==> src/rtl/smoke_inc_server.sv <==
// smoke_inc_server
//
// Request/response increment engine used as the hardware target of the smoke
// BFM's inc method. Tagged requests are queued in a DEPTH-entry FIFO and come
// back in order as data+1 over a backpressured response channel.
//
// Ports:
//   clock, reset          rising-edge clock, synchronous active-high reset
//   req_valid/req_ready   request handshake (req_ready = FIFO not full)
//   req_id, req_data      request tag and operand
//   rsp_valid/rsp_ready   response handshake
//   rsp_id, rsp_data      tag and incremented operand of the presented response
//   rsp_wrap              operand was all-ones, result wrapped to zero
//   count                 current FIFO occupancy
//   busy                  FIFO non-empty or response presented
//
// Optional feature (macro SMOKE_INC_SERVER_STATS_EN):
//   stat_req_cnt, stat_rsp_cnt  32-bit wrapping handshake counters

module smoke_inc_server #(
  parameter int DATA_WIDTH = 32,
  parameter int ID_WIDTH   = 8,
  parameter int DEPTH      = 4
) (
  input  logic                       clock,
  input  logic                       reset,
  input  logic                       req_valid,
  output logic                       req_ready,
  input  logic [ID_WIDTH-1:0]        req_id,
  input  logic [DATA_WIDTH-1:0]      req_data,
  output logic                       rsp_valid,
  input  logic                       rsp_ready,
  output logic [ID_WIDTH-1:0]        rsp_id,
  output logic [DATA_WIDTH-1:0]      rsp_data,
  output logic                       rsp_wrap,
  output logic [$clog2(DEPTH):0]     count,
  output logic                       busy
`ifdef SMOKE_INC_SERVER_STATS_EN
  ,
  output logic [31:0]                stat_req_cnt,
  output logic [31:0]                stat_rsp_cnt
`endif
);

  localparam int AW = $clog2(DEPTH);
  localparam int CW = AW + 1;
  localparam logic [CW-1:0] FULL = CW'(DEPTH);

  typedef enum logic {
    IDLE,
    RESP
  } state_t;

  state_t state;

  logic [ID_WIDTH-1:0]   id_mem   [DEPTH];
  logic [DATA_WIDTH-1:0] data_mem [DEPTH];
  logic [AW-1:0]         wr_ptr;
  logic [AW-1:0]         rd_ptr;
  logic                  push;
  logic                  pop;

  // req_ready looks only at the registered count, so a pop in the same cycle
  // never opens a slot early and there is no path from rsp_ready to req_ready.
  assign req_ready = (count != FULL);
  assign push      = req_valid && req_ready;

  // The head is moved into the response registers whenever nothing is being
  // presented, or the presented response is being consumed this cycle.
  assign pop  = (count != '0) && ((state == IDLE) || rsp_ready);
  assign busy = (count != '0) || rsp_valid;

  // Storage needs no reset: an entry is only read after it has been written.
  always_ff @(posedge clock) begin
    if (push) begin
      id_mem[wr_ptr]   <= req_id;
      data_mem[wr_ptr] <= req_data;
    end
  end

  // Pointers wrap naturally because DEPTH is a power of two.
  always_ff @(posedge clock) begin
    if (reset) begin
      wr_ptr <= '0;
      rd_ptr <= '0;
      count  <= '0;
    end else begin
      if (push) wr_ptr <= wr_ptr + AW'(1);
      if (pop)  rd_ptr <= rd_ptr + AW'(1);
      case ({push, pop})
        2'b10:   count <= count + CW'(1);
        2'b01:   count <= count - CW'(1);
        default: count <= count;
      endcase
    end
  end

  // Response FSM. The response registers are loaded straight from the FIFO
  // head, so a consumed response can be replaced in the same edge and
  // back-to-back responses need no bubble.
  always_ff @(posedge clock) begin
    if (reset) begin
      state     <= IDLE;
      rsp_valid <= 1'b0;
      rsp_id    <= '0;
      rsp_data  <= '0;
      rsp_wrap  <= 1'b0;
    end else begin
      case (state)
        IDLE: begin
          if (pop) begin
            rsp_id    <= id_mem[rd_ptr];
            rsp_data  <= data_mem[rd_ptr] + DATA_WIDTH'(1);
            rsp_wrap  <= &data_mem[rd_ptr];
            rsp_valid <= 1'b1;
            state     <= RESP;
          end
        end
        RESP: begin
          if (rsp_ready) begin
            if (pop) begin
              rsp_id   <= id_mem[rd_ptr];
              rsp_data <= data_mem[rd_ptr] + DATA_WIDTH'(1);
              rsp_wrap <= &data_mem[rd_ptr];
            end else begin
              rsp_valid <= 1'b0;
              state     <= IDLE;
            end
          end
        end
        default: begin
          rsp_valid <= 1'b0;
          state     <= IDLE;
        end
      endcase
    end
  end

`ifdef SMOKE_INC_SERVER_STATS_EN
  // Handshake counters, free-running and wrapping at 2^32.
  always_ff @(posedge clock) begin
    if (reset) begin
      stat_req_cnt <= '0;
      stat_rsp_cnt <= '0;
    end else begin
      if (push)                   stat_req_cnt <= stat_req_cnt + 32'd1;
      if (rsp_valid && rsp_ready) stat_rsp_cnt <= stat_rsp_cnt + 32'd1;
    end
  end
`endif

endmodule
==> config.mk <==
export PLATFORM = sky130hd
export DESIGN_NAME = smoke_inc_server
export DESIGN_NICKNAME = d
export VERILOG_FILES = /design/src/rtl/smoke_inc_server.sv
export SDC_FILE = /design/constraint.sdc
export NUM_CORES = 1
export LEC_CHECK = 0
export CAP_MARGIN = 20
export CORE_UTILIZATION = 40
export DETAILED_ROUTE_END_ITERATION = 16
export PLACE_DENSITY = 0.71
export SYNTH_ARGS = -nofsm -noshare
export SYNTH_HDL_FRONTEND = slang
export SYNTH_SLANG_ARGS = --single-unit
==> constraint.sdc <==
create_clock -name clock -period 4.11 [get_ports clock]
set_clock_uncertainty 0.15 [all_clocks]
set_input_delay 0.6165 -clock clock [delete_from_list [all_inputs] [get_ports clock]]
set_output_delay 0.6165 -clock clock [all_outputs]
set_load 0.005 [all_outputs]
==> run summary <==
DRC viols: 0
Wire per inst: 19.83 um
Gr busiest metal: met2
Met2 GRT Util: 28.65%
Largest net degree at the start of global routing: 60
Synth area leaders: edfxtp_1 (56%), dfxtp_1 (12%), mux4_1 (6.7%)
Die W: 148.9 um
Critical Path RT: 4.36 ns
Setup TNS: 0 ns
Crit Path Class: reg2reg
Dpl hpwl: 12.11 mm
Final ANT Viol Nets: 0
Total die area: 0.02217 mm2
Row count: 53
Syn Inst Count: 539
CTS root buffer: clkbuf_16
Leakage: 3.445 nW
Vias in the first global route: 5,088
GRT met1 Usage: 22.15%
Ys async rst share: 0%
Placed insts: 887
Diodes inserted: 0
Layout cells sized above 1: 13.00%
Clock Sinks: 212
Final setup viols: 0
Power per Cell Area: 694.4 mW/mm2
DRT Pass-1 Iters: 4
Final Hold Vio Count: 0
Startpoint class of the critical path: flop
CTS max path bufs: 3
Core Region: 0.02109 mm2
Met3 Use GR: 2.691%
GPL Wtd Cong: 0.8170
CTS tree: built
DRT Wirelength: 18.43 mm
Post-synthesis net count: 590
Top_reg_cell synth: edfxtp_1
Maxcap violations: 0
Hold path start: rsp_id[4]
Initial core utilization: 40.93%
Hold Buf Count CTS: 0
Top cell type's share of synthesized area: 55.66%
Chip height: 148.9 um
Post-cts resize count: 0
Relative slew slack: 32.66%
Port bufs: 90
Filler cells: 1,763
Cell taking the most area after synthesis: edfxtp_1
Min Tclk post-route: 3.330 ns
Later-pin clock latency in the skew report: 0.50 ns
Peak supply drop: 0.3346 mV
Synthesized area per cell: 16.01 um2
CP max FO: 30
Post-CTS Setup Bufs: 0
Synthesized cell area: 0.008632 mm2
HP Class: reg2reg
First-pass GRT wire length: 28.48 mm
H-tree level count: 1
Slew Limit Fails: 0
Cts bufs inserted: 23
Iter 0 DRT Violations: 400
Yosys reg bits: 212
Nets: 689
Crit end category: flop
RSZ-0062 raised after global routing: false
Number of synthesized flops with an enable pin: 160
Initial antenna violation count: 0
Clk slew on worst S/H paths: 0.06 ns
WHS: 0.3068 ns
Worst slew pin tran: 1.002 ns
Worst Path Arrival: 3.58 ns
Yosys warns: 0
Num ports: 91
Gr ovfl total: 0
Routed vias: 5,093
Finished Layout Cells: 929
Total GRT Usage: 16.83%
Synth unique cells: 55
Synthesis-to-finish area growth: 22.38%
Total power: 7.335 mW
Fin crit share: 81.02%
Post-synthesis sequential area ratio: 67.72%
Max Fclk: 300.3 MHz
Via density: 5.482
Status: finished, final reports clean
[report_power, final]
part	switching, mW	internal, mW	total [mW]	leakage, nW
registers	0.251	2.69	2.94	1.90
clock network	0.810	1.28	2.09	0.369
logic	1.23	1.08	2.31	1.18
[stage by stage]
stage          utilization, %  setup slack (ns)  area (um2)
6_report                50.09            0.7801       10560
5_1_grt                 50.09            0.5349       10560
4_1_cts                 50.00            0.7796       10540
3_5_place_dp            46.36            0.8077        9777
3_3_place_gp            46.27            0.9497        9757
2_1_floorplan               -             1.516        8632
[path summary, 6_finish.rpt]
| kind | end | cells after the start | slack (ns) |
|---|---|---|---|
| hold / removal | rsp_id[4] | 2 | 0.31 |
| hold reg to reg | rsp_id[4] | 2 | 0.31 |
| setup reg to reg | rsp_data[19] | 5 | 0.78 |
| setup / recovery | rsp_data[19] | 5 | 0.78 |
[placed cells by master, fill, tap and decap left out, types with 15 or more instances in the layout]
cell type / synthesis / routed
a21oi_1: 15 / 15
nand3_1: 19 / 19
mux4_2: 18 / 18
dfxtp_1: 52 / 50
clkdlybuf4s50_1: 0 / 89
clkbuf_16: 0 / 23
nor2_1: 32 / 32
edfxtp_1: 160 / 160
mux4_1: 22 / 22
nand2_1: 38 / 38
[critical path: stages (launching register included)]
cell       delay [ns]
dfxtp_2          0.82
mux4_2           0.42
nand4_4          0.17
nand4bb_1        0.69
or4_1            0.70
a311oi_1         0.27
[registers in the layout, indices dropped and copies added (netlist names), named ones only]
register   flops
count          3
data_mem     128
id_mem        32
rd_ptr         2
rsp_data      32
rsp_id         8
rsp_valid      1
rsp_wrap       1
state          1
wr_ptr         2
[cell families (layout without fill, tap and decap cells)]
logic type | count (synthesis) | after routing | share of synthesized area [%]
adder cells (fa/ha/maj) | 7 | 7 | 1.102
AO/OA/AOI/OAI | 63 | 63 | 5.088
multiplexers | 40 | 40 | 11.39
buffers and inverters | 39 | 154 | 2.812
XOR/XNOR | 18 | 18 | 1.826
flip-flops | 212 | 212 | 67.72
AND/OR/NAND/NOR | 160 | 160 | 10.06
[layout make-up]
cell class	count	area, um2	share of cell area [%]
clock buffers	26	586.8	5.555
multi-input cells	288	2549	24.13
repair buffers	103	1018	9.641
inverters	10	37.54	0.3553
clock inverters	15	180.2	1.706
well taps	275	344.1	3.257
flip-flops and latches	212	5848	55.36
[metal layers]
metal,wire [um],vias up
met1,7680,2525
li1,-,2352
met2,9186,185
met3,1184,31
met5,0,-
met4,376,0
[synth_stat cells, types with 6 or more instances]
cell / instances
edfxtp_1: 160
dfxtp_1: 52
nand2_1: 38
nor2_1: 32
mux4_1: 22
nand3_1: 19
mux4_2: 18
a21oi_1: 15
clkbuf_1: 14
a211oi_1: 13
nor3_1: 13
nand4_1: 12
xnor2_1: 12
inv_1: 9
or4_1: 9
a311oi_1: 8
o31ai_1: 8
and3_1: 6
ha_1: 6
xor2_1: 6
No activity file was read; power rests on OpenSTA's default activity.
